`config.mk`:
```
export PLATFORM = sky130hd
export DESIGN_NAME = instrbuf
export DESIGN_NICKNAME = d
export VERILOG_FILES = /design/src/rtl/instrbuf_pkg.sv /design/src/rtl/instrbuf_slot.sv /design/src/rtl/instrbuf.sv
export SDC_FILE = /design/constraint.sdc
export NUM_CORES = 2
export LEC_CHECK = 0
export CORE_ASPECT_RATIO = 0.8
export CORE_MARGIN = 4
export CORE_UTILIZATION = 37
export CTS_CLUSTER_DIAMETER = 40
export DETAILED_ROUTE_END_ITERATION = 12
export GPL_TIMING_DRIVEN = 0
export SLEW_MARGIN = 20
export SYNTH_ARGS = -nofsm -noshare
export SYNTH_HDL_FRONTEND = slang
export SYNTH_SLANG_ARGS = --single-unit
export TNS_END_PERCENT = 5
```
`constraint.sdc`:
```
create_clock -name clk -period 15.7 [get_ports clk]
set_input_delay 3.14 -clock clk [delete_from_list [all_inputs] [get_ports clk]]
set_output_delay 3.14 -clock clk [all_outputs]
set_load 0.02 [all_outputs]
```
`src/rtl/instrbuf_pkg.sv`:
```
`default_nettype none
// ============================================================================
// Module      : instrbuf_pkg
// Description : Shared defaults, parcel type and decode helper for instrbuf.
// Revision    : 1.0 - initial release
// ============================================================================
package instrbuf_pkg;

    localparam int IB_XLEN        = 32;
    localparam int IB_BUS_LEN     = 2;
    localparam int IB_BUF_PARCELS = 16;
    localparam int IB_OUT_LEN     = 2;

    typedef logic [15:0] parcel_t;

    // RISC-V length rule: only 2'b11 in the low bits marks a 32-bit encoding.
    function automatic logic is_rvc(input parcel_t p);
        return p[1:0] != 2'b11;
    endfunction

endpackage
`default_nettype wire

```
`src/rtl/instrbuf_slot.sv`:
```
`default_nettype none
// ============================================================================
// Module      : instrbuf_slot
// Description : Decodes one instruction slot from the two parcels at its offset.
// Revision    : 1.0 - initial release
// ============================================================================
module instrbuf_slot
    import instrbuf_pkg::*;
(
    input  logic        i_en,
    input  logic [1:0]  i_avail,
    input  parcel_t     i_p0,
    input  parcel_t     i_p1,
    input  logic        i_e0,
    input  logic        i_e1,
    output logic        o_vld,
    output logic        o_rvc,
    output logic        o_err,
    output logic [31:0] o_instr,
    output logic [1:0]  o_len
);

    always_comb begin
        o_vld   = 1'b0;
        o_rvc   = 1'b0;
        o_err   = 1'b0;
        o_instr = '0;
        o_len   = 2'd1;
        if (i_e0) begin
            // A faulted parcel is reported alone so the error PC is exact.
            o_vld = i_en && (i_avail != 2'd0);
            o_err = o_vld;
        end else if (is_rvc(i_p0)) begin
            o_vld   = i_en && (i_avail != 2'd0);
            o_rvc   = o_vld;
            o_instr = o_vld ? {16'h0000, i_p0} : 32'h0;
        end else begin
            o_len   = 2'd2;
            o_vld   = i_en && (i_avail == 2'd2);
            o_err   = o_vld && i_e1;
            o_instr = (o_vld && !i_e1) ? {i_p1, i_p0} : 32'h0;
        end
    end

endmodule
`default_nettype wire

```
`src/rtl/instrbuf.sv`:
```
`default_nettype none
// ============================================================================
// Module      : instrbuf
// Description : Fetch buffer splitting bus beats into parcels and reassembling
//               16/32-bit instructions for decode, with redirect flush.
// Revision    : 1.0 - initial release
// ============================================================================
module instrbuf
    import instrbuf_pkg::*;
#(
    parameter int XLEN        = IB_XLEN,
    parameter int BUS_LEN     = IB_BUS_LEN,
    parameter int BUF_PARCELS = IB_BUF_PARCELS,
    parameter int OUT_LEN     = IB_OUT_LEN
) (
    input  logic                         clk,
    input  logic                         rst,
    input  logic                         jump_vld,
    input  logic [XLEN-1:0]              jump_pc,
    input  logic                         branch_vld,
    input  logic [XLEN-1:0]              branch_pc,
    input  logic                         instr_vld,
    input  logic [32*BUS_LEN-1:0]        instr_data,
    input  logic                         instr_err,
    output logic                         buffer_free,
    output logic [OUT_LEN-1:0]           out_vld,
    output logic [32*OUT_LEN-1:0]        out_instr,
    output logic [XLEN*OUT_LEN-1:0]      out_pc,
    output logic [OUT_LEN-1:0]           out_rvc,
    output logic [OUT_LEN-1:0]           out_err,
    input  logic [$clog2(OUT_LEN+1)-1:0] out_take
);

    localparam int c_PB    = 2 * BUS_LEN;
    localparam int c_PW    = $clog2(BUF_PARCELS);
    localparam int c_CW    = c_PW + 1;
    localparam int c_SKW   = $clog2(c_PB);
    localparam int c_TW    = $clog2(OUT_LEN + 1);
    localparam int c_ALIGN = $clog2(4 * BUS_LEN);
    localparam logic [c_CW-1:0] c_FREE_MAX = c_CW'(BUF_PARCELS - 2 * c_PB);

    parcel_t          r_data_q [BUF_PARCELS];
    parcel_t          w_data_d [BUF_PARCELS];
    logic             r_err_q  [BUF_PARCELS];
    logic             w_err_d  [BUF_PARCELS];
    logic [c_PW-1:0]  r_rd_ptr_q, w_rd_ptr_d;
    logic [c_PW-1:0]  r_wr_ptr_q, w_wr_ptr_d;
    logic [c_CW-1:0]  r_count_q, w_count_d;
    logic [XLEN-1:0]  r_head_pc_q, w_head_pc_d;
    logic [c_SKW-1:0] r_skip_q, w_skip_d;
    logic             r_err_lock_q, w_err_lock_d;

    logic             w_redirect;
    logic [XLEN-1:0]  w_target;
    logic [c_CW-1:0]  w_take_parcels;
    logic [c_CW-1:0]  w_count_net;
    logic [c_CW-1:0]  w_wlen;
    logic             w_beat;
    logic             w_room;
    logic             w_write;
    logic [c_PW-1:0]  w_widx;

    logic [c_CW-1:0]  w_off   [OUT_LEN];
    logic             w_en    [OUT_LEN];
    logic             w_vld   [OUT_LEN];
    logic             w_rvc   [OUT_LEN];
    logic             w_err_s [OUT_LEN];
    logic [31:0]      w_instr [OUT_LEN];
    logic [1:0]       w_len   [OUT_LEN];

    assign w_redirect = jump_vld | branch_vld;
    assign w_target   = (jump_vld ? jump_pc : branch_pc) & ~XLEN'(1);

    // Slots form a chain: each starts where the previous one ended.
    for (genvar k = 0; k < OUT_LEN; k++) begin : g_slot
        logic [c_PW-1:0] w_idx0;
        logic [c_PW-1:0] w_idx1;
        logic [1:0]      w_avail;

        if (k == 0) begin : g_first
            assign w_off[k] = '0;
            assign w_en[k]  = 1'b1;
        end else begin : g_chain
            assign w_off[k] = w_off[k-1] + c_CW'(w_len[k-1]);
            assign w_en[k]  = w_vld[k-1] & ~w_err_s[k-1];
        end

        assign w_idx0  = r_rd_ptr_q + w_off[k][c_PW-1:0];
        assign w_idx1  = w_idx0 + c_PW'(1);
        assign w_avail = (r_count_q > w_off[k] + c_CW'(1)) ? 2'd2 :
                         (r_count_q > w_off[k])             ? 2'd1 : 2'd0;

        instrbuf_slot u_slot (
            .i_en    (w_en[k]),
            .i_avail (w_avail),
            .i_p0    (r_data_q[w_idx0]),
            .i_p1    (r_data_q[w_idx1]),
            .i_e0    (r_err_q[w_idx0]),
            .i_e1    (r_err_q[w_idx1]),
            .o_vld   (w_vld[k]),
            .o_rvc   (w_rvc[k]),
            .o_err   (w_err_s[k]),
            .o_instr (w_instr[k]),
            .o_len   (w_len[k])
        );

        assign out_vld[k]               = w_vld[k];
        assign out_rvc[k]               = w_rvc[k];
        assign out_err[k]               = w_err_s[k];
        assign out_instr[32*k +: 32]    = w_instr[k];
        assign out_pc[XLEN*k +: XLEN]   = w_vld[k] ? r_head_pc_q + XLEN'({w_off[k], 1'b0}) : '0;
    end

    always_comb begin
        w_take_parcels = '0;
        for (int k = 0; k < OUT_LEN; k++) begin
            if ((c_TW'(k) < out_take) && w_vld[k]) begin
                w_take_parcels = w_take_parcels + c_CW'(w_len[k]);
            end
        end
    end

    assign w_count_net = r_count_q - w_take_parcels;
    assign w_wlen      = c_CW'(c_PB) - c_CW'(r_skip_q);
    assign w_beat      = instr_vld & ~w_redirect & ~r_err_lock_q;
    assign w_room      = ({1'b0, w_count_net} + {1'b0, w_wlen}) <= (c_CW+1)'(BUF_PARCELS);
    assign w_write     = w_beat & w_room;
    assign buffer_free = (r_count_q <= c_FREE_MAX) && !r_err_lock_q;

    always_comb begin
        w_data_d     = r_data_q;
        w_err_d      = r_err_q;
        w_rd_ptr_d   = r_rd_ptr_q;
        w_wr_ptr_d   = r_wr_ptr_q;
        w_count_d    = r_count_q;
        w_head_pc_d  = r_head_pc_q;
        w_skip_d     = r_skip_q;
        w_err_lock_d = r_err_lock_q;
        w_widx       = '0;
        if (w_redirect) begin
            w_rd_ptr_d   = '0;
            w_wr_ptr_d   = '0;
            w_count_d    = '0;
            w_head_pc_d  = w_target;
            w_skip_d     = w_target[c_ALIGN-1:1];
            w_err_lock_d = 1'b0;
        end else begin
            w_rd_ptr_d  = r_rd_ptr_q + w_take_parcels[c_PW-1:0];
            w_head_pc_d = r_head_pc_q + XLEN'({w_take_parcels, 1'b0});
            w_count_d   = w_count_net;
            if (w_write) begin
                for (int j = 0; j < c_PB; j++) begin
                    if (c_SKW'(j) >= r_skip_q) begin
                        w_widx           = r_wr_ptr_q + c_PW'(j) - c_PW'(r_skip_q);
                        w_data_d[w_widx] = instr_data[16*j +: 16];
                        w_err_d[w_widx]  = instr_err;
                    end
                end
                w_wr_ptr_d   = r_wr_ptr_q + w_wlen[c_PW-1:0];
                w_count_d    = w_count_net + w_wlen;
                w_skip_d     = '0;
                w_err_lock_d = instr_err;
            end
        end
    end

    always_ff @(posedge clk) begin
        if (!rst) begin
            r_rd_ptr_q   <= '0;
            r_wr_ptr_q   <= '0;
            r_count_q    <= '0;
            r_head_pc_q  <= '0;
            r_skip_q     <= '0;
            r_err_lock_q <= 1'b0;
        end else begin
            r_rd_ptr_q   <= w_rd_ptr_d;
            r_wr_ptr_q   <= w_wr_ptr_d;
            r_count_q    <= w_count_d;
            r_head_pc_q  <= w_head_pc_d;
            r_skip_q     <= w_skip_d;
            r_err_lock_q <= w_err_lock_d;
        end
    end

    // Parcel storage needs no reset: count gates every read.
    always_ff @(posedge clk) begin
        r_data_q <= w_data_d;
        r_err_q  <= w_err_d;
    end

    a_no_overflow: assert property (@(posedge clk) disable iff (!rst) !(w_beat && !w_room));

endmodule
`default_nettype wire
```
Word-level counts from Yosys, hierarchy flattened
Cells that the tools add are included.
{"block": "word_totals", "latchBits": 0, "ramBits": 0, "regBits": 320, "output_inout_bits": 135, "elab_cells": 230, "memories": 0, "mem_bits_ro": 0}
{"block": "classes", "mux": 105, "multipliers": 0, "order_cmp": 24, "n_bitwise": 17, "eq_ne": 4, "n_shift": 0, "add_sub_neg": 20, "div_mod_pow": 0, "reduce_logical": 21}
{"op": "$mux W256", "count": 10}
{"op": "$bwmux W256", "count": 4}
{"op": "$mux W16", "count": 24}
{"op": "$mux W32", "count": 10}
{"op": "$bmux W16 S4", "count": 4}
{"op": "$demux W16 S4", "count": 4}
{"op": "$bwmux W16", "count": 4}
{"op": "$ge A5 B5 Y1 const B", "count": 8}
{"op": "$not A4 Y5", "count": 8}
{"op": "$add A32 B3 Y32", "count": 1}
{"op": "$add A32 B6 Y32", "count": 1}
{"op": "$mux W1", "count": 26}
{"op": "$lt A5 B1 Y1 const B", "count": 4}
{"op": "$mux W2", "count": 9}
{"op": "$bmux W1 S4", "count": 4}
{"op": "$demux W1 S4", "count": 4}
{"op": "$sub A4 B2 Y4", "count": 4}
{"op": "$logic_and A1 B1 Y1", "count": 13}
{"op": "$add A4 B1 Y4 const B", "count": 3}
{"op": "$gt A5 B1 Y1 const B", "count": 2}
{"op": "$mux W5", "count": 2}
{"op": "$add A4 B2 Y4 const B", "count": 2}
{"op": "$add A4 B4 Y4", "count": 2}
{"op": "$add A5 B5 Y6", "count": 1}
{"op": "22 further kinds", "count": 37}

Depth between registers and ports, before layout
{"block": "logic_depth", "word_depth": 33, "ltp_mapped": 31, "ltp_nobuf": 26}

By module
A second synthesis with hierarchy kept.
{"block": "hier_totals", "cells_unflattened": 2707, "hier_area_um2": 30415.4}
{"mod": "instrbuf", "area_per_inst_um2": 29714.7, "n_inst": 1, "cells_per_inst": 2611}
{"mod": "instrbuf_slot", "area_per_inst_um2": 350.3, "n_inst": 2, "cells_per_inst": 48}

Least setup slack after synthesis
Ideal clock, no wire load.
{"block": "synth_timing", "path_kind": "register to register", "from": "register r_rd_ptr_q[0]", "to": "register r_data_q[0] in the netlist's numbering, enable pin", "path_stages_with_launch": 29, "t_arrival_ps": 12576, "path_slack_ps": 2503, "synth_period_minus_slack_ps": 13197, "path_cell_list": "dfxtp_1 buf_6 mux4_2 a22o_1 a221oi_1 nor2_1 nand2_1 inv_1 fa_1 clkbuf_1 buf_2 mux4_2 nand3_1 a2111oi_0 a21oi_1 clkbuf_1 ha_1 inv_1 fa_1 mux2i_1 a21o_1 fa_1 inv_1 fa_1 xor2_1 or3_1 o221ai_1 nand2_1 inv_1"}
{"block": "synth_via", "elab_chain_cells": 22}
{"item": "from (decl)", "line_no": "instrbuf.sv:46", "source": "logic [c_PW-1:0] r_rd_ptr_q, w_rd_ptr_d;"}
{"item": "from (signal assigned)", "line_no": "instrbuf.sv:176", "source": "r_rd_ptr_q <= w_rd_ptr_d;"}
{"item": "$not A4 Y5 (implied by the code)", "line_no": "instrbuf.sv:96, instrbuf.sv:98"}
{"item": "$bmux W16 S4", "line_no": "instrbuf.sv:96", "source": ".i_p0 (r_data_q[w_idx0]),"}
{"item": "$mux W16 (implied by the code) (2 in a row)", "line_no": "instrbuf.sv:96"}
{"item": "$ne A2 B2 Y1", "line_no": "instrbuf_pkg.sv:18", "source": "return p[1:0] != 2'b11;"}
{"item": "$mux W2", "line_no": "instrbuf_slot.sv:33", "source": "end else if (is_rvc(i_p0)) begin"}
{"item": "$mux W2", "line_no": "instrbuf_slot.sv:29", "source": "if (i_e0) begin"}
{"item": "$add A4 B2 Y4", "line_no": "instrbuf.sv:88", "source": "assign w_idx0 = r_rd_ptr_q + w_off[k][c_PW-1:0];"}
{"item": "$not A4 Y5 (implied by the code)", "line_no": "instrbuf.sv:96, instrbuf.sv:98"}
{"item": "[... 5 more ...]"}
{"item": "$mux W2 or $mux W1 (tied branches)", "line_no": "instrbuf_slot.sv:29"}
{"item": "$add A2 B2 Y3 or $logic_and A1 B1 Y1 (tied branches)", "line_no": "instrbuf.sv:118, instrbuf.sv:117"}
{"item": "$mux W5 *", "line_no": "instrbuf.sv:117", "source": "if ((c_TW'(k) < out_take) && w_vld[k]) begin"}
{"item": "$sub A5 B5 Y5 *", "line_no": "instrbuf.sv:123", "source": "assign w_count_net = r_count_q - w_take_parcels;"}
{"item": "$add A5 B5 Y6 *", "line_no": "instrbuf.sv:126", "source": "assign w_room = ({1'b0, w_count_net} + {1'b0, w_wlen}) <= (c_CW+1)'(BUF_PARCELS);"}
{"item": "$le A6 B5 Y1 *", "line_no": "instrbuf.sv:126"}
{"item": "$and A1 B1 Y1 *", "line_no": "instrbuf.sv:127", "source": "assign w_write = w_beat & w_room;"}
{"item": "$reduce_and A2 Y1 (no source line) *"}
{"item": "to (signal assigned)", "line_no": "instrbuf.sv:187", "source": "r_data_q <= w_data_d;"}
{"item": "to (decl)", "line_no": "instrbuf.sv:42", "source": "parcel_t r_data_q [BUF_PARCELS];"}
Every way passes the cells marked *; elsewhere a longest branch is shown, timed or not. The select of a mux whose other input is x is not followed.
A chain may end at the register's enable or synchronous reset.

Final worst setup path
{"block": "layout_timing", "from": "register r_rd_ptr_q[0]", "to": "register r_data_q[169] in the netlist's numbering, enable pin"}
Same word-level chain as after synthesis.

==> out/qor.txt <==
CTS clock-pin slew for the worst setup and hold paths - 0.05 ns
CTS sink count - 319
leak pwr - 14.4 nW
status - finished, final reports clean
wirelength, routed - 166 mm
# IOs - 271
Final ANT Viol Nets - 0
RSZ-0062 raised after global routing - no
share of cells above drive strength 1 - 14.5%
CTS tree - yes
H-tree lvl count - 3
synthesis-stage register bit count - 319
hold_buf cts - 0
GR Util All Layers - 33.7%
Worst path slowest cell - clkbuf_1
PnR worst setup slack - 3.93 ns
Pwr Density - 90.8 nW/um^2
Inserted Clock Buffers - 74
number of flops mapped to enable cells by yosys - 272
Hold Path Class - flop to flop
Layout Nets - 3929
DRC viols - 0
maximum VDD drop - 71.0 uV
IO Port Bufs - 217
grt total ovfl - 0
Pins Over Slew Limit - 0
Layout area overhead - 19.1%
die area - 94600 sq um
DP Worst Slack - 4.06 ns
core box area - 88200 sq um
initial antenna violation count - 5
CP max FO - 93
Fmax - 0.0849 GHz
Syn Area/Cell - 9.63 sq um
crit path kind - flop to flop
top_reg_cell synth - edfxtp_1
via-per-instance ratio - 6.67
post-synth cell types - 72
CP required - 15.97 ns
final cell count without fillers - 5001
Die X - 343 um
1st-pass router iterations - 6
post-synthesis async set-or-reset flop share - 0%
Final GP Congestion - 1.07
detailed placer's ending HPWL - 136 mm
WL/cell - 33.1 um
CP bufs+invs - 9
CP endpoint kind - flop
pin count of the biggest net entering global routing - 94
mapped cell area - 33200 sq um
commonest non-fill, non-tap cell in the layout - nor2_1
later-pin clock latency in the skew report - 0.67 ns
minimum clock period - 11.77 ns
sequential element share of the synthesized area - 27.4%
Fin. Hold Viols - 0
CP Launch Type - flop
Clock Path Buffers - 3
max incr delay on CP - 0.72 ns
period utilisation layout - 75.0%
Slew @ Worst Pin - 1.26 ns
cell total after placement - 4856
root buffer cell - clkbuf_16
postcts setup bufs - 0
Power, Total - 3.59 mW
crit path DAT - 12.05 ns
Post-CTS Resized - 0
Setup Skew - 0.0578 ns
Top delay family on crit path - buffers and inverters
slew margin rel. - 14.1%
endpoints failing setup - 0
Syn Inst Count - 3445
standard-cell rows - 97
Ys Warns - 0
DRT iter0 DRCs - 6452
vias - 33400
Initial Util - 37.6%
global-route wire length before repair - 228 mm
Die Y - 276 um
vias in the first global route - 30300
most frequent cells in the layout - nor2_1 (526), mux4_2 (319), nand2_1 (310), clkbuf_1 (304), mux2i_1 (282)
Max Cap Violations - 0
[per-stage QoR]
step | hold slack (ns) | TNS, ns | util [%] | instance area, sq um
after floorplan | 0.474 | 0 | - | 33200
after global placement | 0.545 | -756.27 | 41.8 | 36900
after detailed placement | 0.554 | 0 | 42.0 | 37000
after CTS | 0.568 | 0 | 44.8 | 39500
after global routing | 0.619 | 0 | 44.8 | 39500
final | 0.568 | 0 | 44.8 | 39500
[routing by layer]
metal | GRT usage, % | vias to the layer above | wire [um]
met4 | 8.07 | 8 | 4600
li1 | - | 13800 | -
met3 | 22.5 | 342 | 34400
met1 | 45.6 | 16300 | 63900
met5 | 3.40 | - | 579
met2 | 43.3 | 2903 | 62000
[cells by family (layout without fill, tap and decap cells)]
| family | count (synthesis) | after routing | share of synthesized area, % |
|---|---|---|---|
| compound gates | 790 | 790 | 16.9 |
| xor+xnor | 73 | 73 | 2.03 |
| simple gates | 1116 | 1116 | 15.0 |
| fa+ha+maj | 49 | 49 | 2.12 |
| mux | 622 | 622 | 30.9 |
| other cells | 2 | 10 | 0.0226 |
| buf+inv | 474 | 834 | 5.68 |
| flops | 319 | 319 | 27.4 |
[state kept, by name (all words and copies together), names as in the netlist]
register,count
r_head_pc_q,31
r_skip_q,2
r_rd_ptr_q,4
r_data_q,256
r_count_q,5
r_err_q,16
r_err_lock_q,1
r_wr_ptr_q,4
[power breakdown]
group	internal [mW]	total [mW]	switching, mW	leakage [nW]
combinational	0.385	0.935	0.550	10.3
clock	0.976	1.55	0.579	1.19
sequential	0.999	1.10	0.0973	2.87
[area by class of cell]
| type | instances | area, sq um |
|---|---|---|
| Clock buffer | 98 | 2000 |
| Buffer | 433 | 1730 |
| Antenna cell | 7 | 17.5 |
| Inverter | 41 | 161 |
| Fill cell | 8438 | 48700 |
| Tap cell | 1188 | 1490 |
| Clock inverter | 40 | 474 |
| Sequential cell | 319 | 9110 |
| Timing Repair Buffer | 222 | 2250 |
| Multi-Input combinational cell | 2653 | 22300 |
[worst min-delay path, stage by stage (launching register included)]
cell and delay [ns]:
dfxtp_1 0.34, a21oi_1 0.13, a311oi_1 0.05
[cells in the mapped netlist, types with 35 or more instances]
| library cell | instances | share of area [%] |
|---|---|---|
| a31oi_1 | 197 | 3.7 |
| nand3_1 | 38 | 0.57 |
| nor2b_1 | 41 | 0.77 |
| and2_1 | 58 | 1.1 |
| nand2_1 | 310 | 3.5 |
| a21oi_1 | 91 | 1.4 |
| o22ai_1 | 41 | 0.77 |
| clkbuf_1 | 286 | 3.2 |
| nor2_1 | 526 | 5.9 |
| a211o_1 | 213 | 5.6 |
| mux4_2 | 319 | 22 |
| dfxtp_1 | 47 | 2.8 |
| buf_2 | 39 | 0.59 |
| inv_1 | 40 | 0.45 |
| xnor2_1 | 35 | 0.92 |
| edfxtp_1 | 272 | 25 |
| xor2_1 | 35 | 0.92 |
| a211oi_1 | 62 | 1.4 |
| nor3_1 | 35 | 0.53 |
| mux2i_1 | 282 | 8.5 |
| o21ai_0 | 48 | 0.72 |
| a21o_1 | 54 | 1.2 |
| buf_1 | 94 | 1.1 |
| ha_1 | 37 | 1.4 |
[final timing paths]
path                              start                    endpoint  slack [ns]  depth (start not counted)
min          r_wr_ptr_q[0]$_SDFFE_PP0P_  r_wr_ptr_q[0]$_SDFFE_PP0P_        0.57                          2
max reg2reg    r_rd_ptr_q[0]$_SDFF_PP0_     r_data_q[169]$_DFFE_PP_        3.93                         29
max            r_rd_ptr_q[0]$_SDFF_PP0_     r_data_q[169]$_DFFE_PP_        3.93                         29
min reg2reg  r_wr_ptr_q[0]$_SDFFE_PP0P_  r_wr_ptr_q[0]$_SDFFE_PP0P_        0.57                          2
Note: power is estimated with default switching activity, not from simulation.
